===== config.mk =====
export PLATFORM = sky130hd
export DESIGN_NAME = free_list_ckpt_flat
export DESIGN_NICKNAME = d
export VERILOG_FILES = /design/src/rtl/free_list_ckpt_pkg.sv /design/src/rtl/free_list_ckpt_if.sv /design/src/rtl/free_list_ckpt_pick.sv /design/src/rtl/free_list_ckpt.sv /design/src/flat_wrapper.sv
export SDC_FILE = /design/constraint.sdc
export NUM_CORES = 1
export LEC_CHECK = 0
export ABC_AREA = 1
export CAP_MARGIN = 20
export CORE_ASPECT_RATIO = 1.2
export CORE_UTILIZATION = 50
export CTS_CLUSTER_DIAMETER = 80
export CTS_CLUSTER_SIZE = 40
export DETAILED_ROUTE_END_ITERATION = 10
export PLACE_DENSITY = 0.66
export SETUP_SLACK_MARGIN = 0.2
export SLEW_MARGIN = 20
export SYNTH_ARGS = -nofsm -noshare
export SYNTH_HDL_FRONTEND = slang
export SYNTH_SLANG_ARGS = --single-unit

===== constraint.sdc =====
create_clock -name clk -period 65.8 [get_ports clk]
set_clock_uncertainty 0.1 [all_clocks]
set_input_delay 6.58 -clock clk [delete_from_list [all_inputs] [get_ports clk]]
set_output_delay 6.58 -clock clk [all_outputs]
set_load 0.05 [all_outputs]

===== src/rtl/free_list_ckpt_pkg.sv =====
// Shared sizing and id types for the checkpointed physical-register free list.
// Latency: n/a (declarations only).
// Backpressure: n/a.
package free_list_ckpt_pkg;
    localparam int NUM_PHYS_REGS = 64;
    localparam int NUM_ARCH_REGS = 32;
    localparam int ALLOC_PORTS   = 2;
    localparam int FREE_PORTS    = 2;
    localparam int NUM_CKPT      = 4;
    localparam int PW            = $clog2(NUM_PHYS_REGS);
    localparam int CW            = (NUM_CKPT > 1) ? $clog2(NUM_CKPT) : 1;

    typedef logic [PW-1:0] phys_id_t;
    typedef logic [CW-1:0] ckpt_id_t;
endpackage


===== src/rtl/free_list_ckpt_if.sv =====
// Rename/commit-facing bundle of the free list: alloc, free, checkpoint, status.
// Latency: alloc outputs combinational; free_count/err registered.
// Backpressure: all-or-nothing grant; frees and checkpoints are always accepted.
interface free_list_ckpt_if
    import free_list_ckpt_pkg::*;
#(
    parameter int NPR = NUM_PHYS_REGS,
    parameter int AP  = ALLOC_PORTS,
    parameter int FP  = FREE_PORTS,
    parameter int NCK = NUM_CKPT
);
    localparam int IPW = $clog2(NPR);
    localparam int ICW = (NCK > 1) ? $clog2(NCK) : 1;

    logic [AP-1:0]      alloc_req;
    logic [AP*IPW-1:0]  alloc_phys;
    logic [AP-1:0]      alloc_valid;
    logic               alloc_gnt;
    logic [FP-1:0]      free_en;
    logic [FP*IPW-1:0]  free_phys;
    logic               ckpt_take;
    logic [ICW-1:0]     ckpt_take_id;
    logic               ckpt_restore;
    logic [ICW-1:0]     ckpt_restore_id;
    logic [IPW:0]       free_count;
    logic               err_double_free;

    modport slave (
        input  alloc_req, free_en, free_phys,
        input  ckpt_take, ckpt_take_id, ckpt_restore, ckpt_restore_id,
        output alloc_phys, alloc_valid, alloc_gnt, free_count, err_double_free
    );

    modport master (
        output alloc_req, free_en, free_phys,
        output ckpt_take, ckpt_take_id, ckpt_restore, ckpt_restore_id,
        input  alloc_phys, alloc_valid, alloc_gnt, free_count, err_double_free
    );
endinterface


===== src/rtl/free_list_ckpt_pick.sv =====
// Selects the LANES lowest set bits of a vector and reports their ids (offset by BASE).
// Latency: purely combinational.
// Backpressure: none; lanes without a set bit report valid=0 and id=0.
module free_list_ckpt_pick
    import free_list_ckpt_pkg::*;
#(
    parameter int N     = NUM_PHYS_REGS - NUM_ARCH_REGS,
    parameter int BASE  = NUM_ARCH_REGS,
    parameter int LANES = ALLOC_PORTS,
    parameter int IDW   = PW
) (
    input  logic [N-1:0]         i_bits,
    output logic [LANES*IDW-1:0] o_ids,
    output logic [LANES-1:0]     o_valid
);
    int w_cnt;

    // Walk the vector upward; the n-th set bit found lands in lane n.
    always_comb begin
        w_cnt   = 0;
        o_ids   = '0;
        o_valid = '0;
        for (int i = 0; i < N; i++) begin
            if (i_bits[i]) begin
                for (int k = 0; k < LANES; k++) begin
                    if (w_cnt == k) begin
                        o_ids[k*IDW +: IDW] = IDW'(i + BASE);
                        o_valid[k]          = 1'b1;
                    end
                end
                w_cnt = w_cnt + 1;
            end
        end
    end
endmodule


===== src/rtl/free_list_ckpt.sv =====
// Multi-port physical-register free list with branch checkpoints and one-cycle restore.
// Latency: grant and ids combinational in the request cycle; free_count/err one cycle later.
// Backpressure: grant is all-or-nothing; a restore suppresses allocation for that cycle.
module free_list_ckpt
    import free_list_ckpt_pkg::*;
#(
    parameter int NPR = NUM_PHYS_REGS,
    parameter int NAR = NUM_ARCH_REGS,
    parameter int AP  = ALLOC_PORTS,
    parameter int FP  = FREE_PORTS,
    parameter int NCK = NUM_CKPT
) (
    input  logic              clk,
    input  logic              rst_n,
    free_list_ckpt_if.slave   bus
);
    localparam int LPW = $clog2(NPR);
    localparam int LCW = (NCK > 1) ? $clog2(NCK) : 1;
    // Architectural registers are permanently mapped and never enter the pool.
    localparam logic [NPR-1:0] RST_PAT = {NPR{1'b1}} << NAR;

    logic [NPR-1:0] r_free_bits;
    logic [NPR-1:0] r_ckpt_bits [NCK];
    logic [LPW:0]   r_free_count;
    logic           r_err_double_free;

    logic [NPR-1:0] w_grant_mask;
    logic [NPR-1:0] w_free_mask;
    logic [NPR-1:0] w_next_free;
    logic [LPW:0]   w_popcount;
    logic           w_double;
    logic           w_gnt;
    logic [LPW-1:0] w_fid;
    logic [LPW-1:0] w_gid;
    logic [AP*LPW-1:0] w_ids;
    logic [AP-1:0]     w_valid;

    free_list_ckpt_pick #(
        .N     (NPR - NAR),
        .BASE  (NAR),
        .LANES (AP),
        .IDW   (LPW)
    ) u_pick (
        .i_bits  (r_free_bits[NPR-1:NAR]),
        .o_ids   (w_ids),
        .o_valid (w_valid)
    );

    assign bus.alloc_phys  = w_ids;
    assign bus.alloc_valid = w_valid;

    // Grant only when every requested lane has a candidate and no restore is rewinding state.
    assign w_gnt = ~bus.ckpt_restore
                 & ((bus.alloc_req & ~w_valid) == '0)
                 & (|bus.alloc_req);
    assign bus.alloc_gnt = w_gnt;

    // Registers handed out this cycle.
    always_comb begin
        w_grant_mask = '0;
        w_gid        = '0;
        for (int k = 0; k < AP; k++) begin
            w_gid = w_ids[k*LPW +: LPW];
            if (w_gnt && bus.alloc_req[k]) begin
                w_grant_mask[w_gid] = 1'b1;
            end
        end
    end

    // Registers returned this cycle; a return of an already-free id (or twice in one cycle) is flagged.
    always_comb begin
        w_free_mask = '0;
        w_double    = 1'b0;
        w_fid       = '0;
        for (int j = 0; j < FP; j++) begin
            w_fid = bus.free_phys[j*LPW +: LPW];
            if (bus.free_en[j] && (int'(w_fid) >= NAR)) begin
                if (r_free_bits[w_fid] || w_free_mask[w_fid]) begin
                    w_double = 1'b1;
                end
                w_free_mask[w_fid] = 1'b1;
            end
        end
    end

    // Restore rewinds to the snapshot; commits this cycle are older than the branch so they still apply.
    always_comb begin
        if (bus.ckpt_restore) begin
            w_next_free = r_ckpt_bits[bus.ckpt_restore_id] | w_free_mask;
        end else begin
            w_next_free = (r_free_bits & ~w_grant_mask) | w_free_mask;
        end
    end

    // Population count of the next free vector, registered so it tracks free_bits exactly.
    always_comb begin
        w_popcount = '0;
        for (int i = 0; i < NPR; i++) begin
            w_popcount = w_popcount + (LPW+1)'(w_next_free[i]);
        end
    end

    // Live free vector, count and double-free pulse.
    always_ff @(posedge clk) begin
        if (!rst_n) begin
            r_free_bits       <= RST_PAT;
            r_free_count      <= (LPW+1)'(NPR - NAR);
            r_err_double_free <= 1'b0;
        end else begin
            r_free_bits       <= w_next_free;
            r_free_count      <= w_popcount;
            r_err_double_free <= w_double;
        end
    end

    // Checkpoint slots: a take snapshots the next state; every other slot absorbs committed frees.
    always_ff @(posedge clk) begin
        for (int c = 0; c < NCK; c++) begin
            if (!rst_n) begin
                r_ckpt_bits[c] <= RST_PAT;
            end else if (bus.ckpt_take && !bus.ckpt_restore && (bus.ckpt_take_id == LCW'(c))) begin
                r_ckpt_bits[c] <= w_next_free;
            end else begin
                r_ckpt_bits[c] <= r_ckpt_bits[c] | w_free_mask;
            end
        end
    end

    assign bus.free_count      = r_free_count;
    assign bus.err_double_free = r_err_double_free;
endmodule


===== src/flat_wrapper.sv =====
// flat-port wrapper written by rule: the top's interface ports become plain ports
module free_list_ckpt_flat import free_list_ckpt_pkg::*;
#(
    parameter int NPR = NUM_PHYS_REGS,
    parameter int NAR = NUM_ARCH_REGS,
    parameter int AP  = ALLOC_PORTS,
    parameter int FP  = FREE_PORTS,
    parameter int NCK = NUM_CKPT
)
  (clk, rst_n, bus_alloc_req, bus_free_en, bus_free_phys, bus_ckpt_take, bus_ckpt_take_id, bus_ckpt_restore, bus_ckpt_restore_id, bus_alloc_phys, bus_alloc_valid, bus_alloc_gnt, bus_free_count, bus_err_double_free);
  free_list_ckpt_if #(.NPR(NPR), .AP(AP), .FP(FP), .NCK(NCK)) bus_i ();
  input  logic clk;
  input  logic rst_n;
  input wire logic [$bits(bus_i.alloc_req)-1:0] bus_alloc_req;
  input wire logic [$bits(bus_i.free_en)-1:0] bus_free_en;
  input wire logic [$bits(bus_i.free_phys)-1:0] bus_free_phys;
  input wire logic [$bits(bus_i.ckpt_take)-1:0] bus_ckpt_take;
  input wire logic [$bits(bus_i.ckpt_take_id)-1:0] bus_ckpt_take_id;
  input wire logic [$bits(bus_i.ckpt_restore)-1:0] bus_ckpt_restore;
  input wire logic [$bits(bus_i.ckpt_restore_id)-1:0] bus_ckpt_restore_id;
  output wire logic [$bits(bus_i.alloc_phys)-1:0] bus_alloc_phys;
  output wire logic [$bits(bus_i.alloc_valid)-1:0] bus_alloc_valid;
  output wire logic [$bits(bus_i.alloc_gnt)-1:0] bus_alloc_gnt;
  output wire logic [$bits(bus_i.free_count)-1:0] bus_free_count;
  output wire logic [$bits(bus_i.err_double_free)-1:0] bus_err_double_free;
  assign bus_i.alloc_req = bus_alloc_req;
  assign bus_i.free_en = bus_free_en;
  assign bus_i.free_phys = bus_free_phys;
  assign bus_i.ckpt_take = bus_ckpt_take;
  assign bus_i.ckpt_take_id = bus_ckpt_take_id;
  assign bus_i.ckpt_restore = bus_ckpt_restore;
  assign bus_i.ckpt_restore_id = bus_ckpt_restore_id;
  assign bus_alloc_phys = bus_i.alloc_phys;
  assign bus_alloc_valid = bus_i.alloc_valid;
  assign bus_alloc_gnt = bus_i.alloc_gnt;
  assign bus_free_count = bus_i.free_count;
  assign bus_err_double_free = bus_i.err_double_free;
  free_list_ckpt #(.NPR(NPR), .NAR(NAR), .AP(AP), .FP(FP), .NCK(NCK)) u_core (.clk(clk), .rst_n(rst_n), .bus(bus_i));
endmodule

==> results of run 1 <==
-- final cells by class --
type,instances,share of cell area (%)
Inverter,650,7.903
Clock inverter,13,0.6356
Multi-Input combinational cell,3194,55.27
Clock buffer,19,1.538
Antenna cell,1,0.008097
Timing Repair Buffer,76,2.166
Tap cell,727,2.943
Sequential cell,328,29.54
-- through the flow --
step                hold WS (ns)  cells  instance area [sq um]  worst slack (ns)  utilization (%)
global placement          0.4341   4975                  30230             41.08            54.11
detailed placement        0.4418   4975                  30230             40.71            54.11
CTS                       0.4721   5007                  30900             40.06            55.32
global route              0.4952   5007                  30900             38.41            55.32
finish                    0.4695   5008                  30910             40.06            55.32
floorplan                 0.4195   4307                  29190             43.42                -
-- cell usage in the layout (no fill, tap or decap), types with 105 or more instances in the layout --
cell and count:
inv_1 610, ha_1 105, nand3_1 387, o21ai_0 258, o22ai_1 111, edfxtp_1 256
a21oi_1 175, nand2_2 118, conb_1 256, nand3_2 112, nor2_1 469, nand2_1 883
-- logic make-up (layout without fill, tap and decap cells) --
kind of cell,Yosys count,count (layout)
buf+inv,785,758
other cells,1,257
flops,328,328
fa+ha+maj,159,159
simple gates,2129,2129
xor+xnor,3,3
compound gates,647,647
-- sequential cells by signal, summed over array words and instances, names as in the netlist --
name                        flops
u_core.r_free_bits             64
u_core.bus.err_double_free      1
u_core.bus.free_count           7
u_core.r_ckpt_bits            256
-- per-layer routing --
metal | vias to the layer above | routed length (microns) | GRT usage (%)
li1 | 13511 | - | -
met1 | 12906 | 37270 | 39.72
met2 | 887 | 46080 | 57.34
met3 | 235 | 5766 | 3.715
met4 | 4 | 4446 | 14.30
met5 | - | 24 | 0
-- worst reg2reg max path: cells and delay by family (launching register included) --
kind / cells / cell delay (ns)
AOI/OAI and AO/OA: 8 / 1.57
adders and majority gates: 39 / 12.92
buffers and inverters: 17 / 1.26
DFF: 1 / 0.38
and+or+nand+nor: 64 / 7.71
-- how the worst max path moves through the flow --
| stage | startpoint | endpoint | slack (ns) | cells past startpoint |
|---|---|---|---|---|
| floorplan | u_core.r_free_bits[32] | bus_alloc_valid[0] | 43.42 | 105 |
| global placement | u_core.r_free_bits[32] | bus_alloc_gnt | 41.08 | 106 |
| detailed placement | u_core.r_free_bits[32] | bus_alloc_gnt | 40.71 | 106 |
| CTS | u_core.r_free_bits[32] | bus_alloc_gnt | 40.06 | 106 |
| global route | u_core.r_free_bits[32] | bus_alloc_gnt | 38.41 | 106 |
| finish | u_core.r_free_bits[32] | bus_alloc_gnt | 40.06 | 106 |
==> impl_metrics.yaml, run 1 <==
logic_synthesis:
  synth-compound-area-share_pct: 13.02
  synthXorXnorAreaFrac_pct: 0.09307
  synth_area_leaders: "edfxtp_1 (27%), nand2_1 (12%), inv_1 (8.2%)"
  synthAdderAreaFrac_pct: 8.483
  ys_top_cells_by_count: "nand2_1 (886), inv_1 (613), nor2_1 (473)"
  netlist.area_leader.share_pct: 27.23
  syn_inst: 4052
  yosysSeqAreaShare_pct: 32.34
  yosys.area_share.simple_pct: 35.38
  async_flop_share_pct: 0
  synth-edff-count: 256
  yosys_register_bits: 328
  ys_warn_count: 0
  synth_ff_type: "edfxtp_1"
  synth.area.mux_share_pct: 0
  synth_area_sq_mm: 0.02823
  synth_most_common_cell: "nand2_1"
  synth_top_area_cell: "edfxtp_1"
  synth_top_family_by_area: "simple AND/OR/NAND/NOR gates"
  ys_types: 63
  avgSynthCellArea_sq_um: 6.967
timing:
  drv_slew: 0
  tightest_slew_ns: 1.133
  grt_setup_unrepaired: "no"
  setup_viol: 0
  max_freq_mhz: 38.86
  min_period_ns: 25.74
  hold_viol: 0
  max_slew_margin_pct: 23.70
  timing.final.crit_share_pct: 39.11
  finalSetupTns_ns: 0
setup_path:
  cp_num_buf_inv: 12
  arrival_ns: 19.06
  cpPeakStageDelay_ns: 0.96
  rr_worst_depth: 128
  worstSetupPathType: "reg2out"
  r2r-end: "u_core.bus.free_count[6]"
  crit_fanout: 33
  reg2reg_from: "u_core.r_free_bits[32]"
  cp_slowest_cell: "clkdlybuf4s50_1"
  r2r_setup_slack_ns: 41.73
  critical_path.top_delay_family: "adder cells"
  setup.worst_path.end_class: "output pin"
  cp-start-kind: "register"
  required_ns: 59.12
  cpMostUsedCell: "nand2_1"
die:
  initial_core_util_pct: 50.53
  coreArea_sq_mm: 0.05587
  rows: 95
  pin_count: 47
  die_h_microns: 262.3
  die_x_microns: 218.9
  die-area_sq_mm: 0.05742
grt:
  gr-total-overflow: 0
  grt_pass1_wl_microns: 145300
  grt_pass1_vias: 26227
  gr-usage-all-layers_pct: 32.59
  grt_max_degree: 105
  antenna_found_initial: 3
clock_network:
  cts.path.max_buffers: 3
  cts_resized: 0
  cts_setup_buffers: 0
  path_clk_slew_ns: 0.11
  clock-sinks: 328
  cts_tree: "done"
  h-tree-depth: 1
  clk_latency_ns: 0.57
  root_buffer: "clkbuf_16"
  cts_buffers: 18
  ctsHoldBuffers: 0
place:
  port_buffers: 46
  gp_congestion: 0.9953
  dp_hpwl_microns: 68920
drt:
  vias: 27543
  drtIter0Drc: 2221
  route.detailed.drc: 0
  wirelength_microns: 93580
  viasPerCell: 5.500
  wl_per_cell_microns: 18.69
  ant_nets: 0
  dr.pass1.iters: 8
hold_path:
  whs_path_depth: 2
  min_path_type: "reg2reg"
  holdCritStartpoint: "u_core.r_ckpt_bits[2][2]"
  hold_end: "u_core.r_ckpt_bits[2][2]"
layout:
  multi_input_area_sq_mm: 0.01708
  drive_gt1_share_pct: 9.019
  nNetsFinal: 4451
  area.growth.synth_to_final_pct: 9.476
  register_area_sq_mm: 0.009129
  n_fill_cell: 5748
flow_run:
  max_cap_viol_count: 0
outcome:
  status: "completed"
Power of run 1 is not shown: default switching activity piles up to over one toggle a cycle in this logic, so the estimate is an artifact.
==> inputs of run 2 (changes only) <==
==> constraint.sdc (replaced) <==
create_clock -name clk -period 23.8 [get_ports clk]
set_clock_uncertainty 0.1 [all_clocks]
set_input_delay 2.38 -clock clk [delete_from_list [all_inputs] [get_ports clk]]
set_output_delay 2.38 -clock clk [all_outputs]
set_load 0.05 [all_outputs]
==> run 2 against run 1 <==
Sequential cell count unchanged. Routed wire length up 0.94%. Critical path type is now reg2reg. Clock-buffer cell count up 1. Cell area increased by 1.4%. First-iteration DRC count up 21%.
==> impl_metrics.yaml, run 2 (synthesis gave the netlist of run 1 again) <==
outcome:
  status: "completed"
clock_network:
  path_clk_slew_ns: 0.14
  h-tree-depth: 1
  clock-sinks: 328
  root_buffer: "clkbuf_16"
  ctsHoldBuffers: 0
  cts_buffers: 18
  cts_tree: "done"
  cts.path.max_buffers: 3
  clk_latency_ns: 0.58
layout:
  area.growth.synth_to_final_pct: 10.96
  largest_reg_flops: 256
  largest_register: "u_core.r_ckpt_bits"
  register_area_sq_mm: 0.009136
  drive_gt1_share_pct: 10.31
  most-common-layout-cells: "nand2_1 (864), inv_1 (609), nor2_1 (462), nand3_1 (386)"
  nNetsFinal: 4467
  multi_input_area_sq_mm: 0.01727
  layout_commonest_cell: "nand2_1"
  n_fill_cell: 5615
grt:
  grt_max_degree: 99
  antenna_found_initial: 0
  grt_pass1_wl_microns: 143700
  grt_pass1_vias: 26165
  gr-total-overflow: 0
  gr-usage-all-layers_pct: 32.36
die:
  initial_core_util_pct: 50.53
  die-area_sq_mm: 0.05742
  rows: 95
  coreArea_sq_mm: 0.05587
  pin_count: 47
  die_h_microns: 262.3
  die_x_microns: 218.9
place:
  dp_hpwl_microns: 68300
  port_buffers: 46
  gp_congestion: 0.9954
timing:
  finalSetupTns_ns: 0
  grt_setup_unrepaired: "no"
  max_freq_mhz: 45.23
  setup_viol: 0
  max_slew_margin_pct: 31.02
  drv_slew: 0
  timing.final.crit_share_pct: 92.90
  min_period_ns: 22.11
  hold_viol: 0
  tightest_slew_ns: 1.034
drt:
  ant_nets: 0
  wirelength_microns: 94460
  drtIter0Drc: 2679
  viasPerCell: 5.522
  vias: 27742
  route.detailed.drc: 0
  wl_per_cell_microns: 18.80
  dr.pass1.iters: 9
setup_path:
  cp_slowest_cell: "nor3b_1"
  cpMostUsedCell: "nand2_1"
  required_ns: 24.18
  arrival_ns: 22.49
  setup.worst_path.end_class: "register"
  worstSetupPathType: "reg2reg"
  crit_fanout: 7
  cpPeakStageDelay_ns: 0.73
  cp-start-kind: "register"
hold_path:
  min_path_type: "reg2reg"
flow_run:
  max_cap_viol_count: 0
[run 2: cell count changes in the layout (fill, tap and decap cells not counted), moves of 4 or more]
cell	delta
buf_4	+11
nor2_4	+4
nand2_1	-19
nand2_2	+19
nor2_2	+5
nor2_1	-7
[run 2: per-layer routing]
metal,global-route usage (%),wire length (microns),vias to the layer above
met3,3.762,6994,266
met2,56.00,45030,1141
li1,-,-,13530
met4,15.03,4982,0
met1,39.88,37460,12805
met5,0,0,-
[run 2: layout make-up]
cell class | instances | area share, %
Timing Repair Buffer | 90 | 2.536
Antenna cell | 1 | 0.007989
Multi-Input combinational cell | 3196 | 55.14
Clock inverter | 12 | 0.8708
Sequential cell | 328 | 29.17
Tap cell | 727 | 2.904
Inverter | 650 | 7.813
Clock buffer | 20 | 1.562
[run 2: what timing repair did]
action | CTS | global route
gates resized for setup | 0 | 56
buffers inserted | 0 | 14
setup endpoints to repair | 0 | 7
[run 2: final timing paths]
path	start	endpoint	slack [ns]	cells after the start
worst max-delay path	u_core.r_free_bits[32]	u_core.bus.free_count[6]	1.69	124
worst min-delay path	u_core.r_ckpt_bits[2][26]	u_core.r_ckpt_bits[2][26]	0.47	2
worst max register to register	u_core.r_free_bits[32]	u_core.bus.free_count[6]	1.69	124
worst min register to register	u_core.r_ckpt_bits[2][26]	u_core.r_ckpt_bits[2][26]	0.47	2
[run 2: stage by stage]
step	std cells	util (%)	instance area, sq um	worst slack, ns	hold slack (ns)
4_1_cts	5007	55.47	30990	0.4353	0.4765
5_1_grt	5023	56.06	31320	0.08996	0.4843
6_report	5024	56.07	31320	1.690	0.4731
2_1_floorplan	4307	-	29190	2.439	0.4195
3_5_place_dp	4975	54.11	30230	0.5915	0.4422
3_3_place_gp	4975	54.11	30230	0.9524	0.4348
[run 2: worst max-delay path: cells and delay by family, from the launching register on]
| kind | cells | cell delay (ns) |
|---|---|---|
| AO/OA/AOI/OAI | 8 | 1.08 |
| AND/OR/NAND/NOR | 63 | 7.46 |
| adder cells (fa/ha/maj) | 38 | 12.03 |
| buffers and inverters | 15 | 0.98 |
| flip-flops | 1 | 0.38 |
Power of run 2 is left out for the same reason.
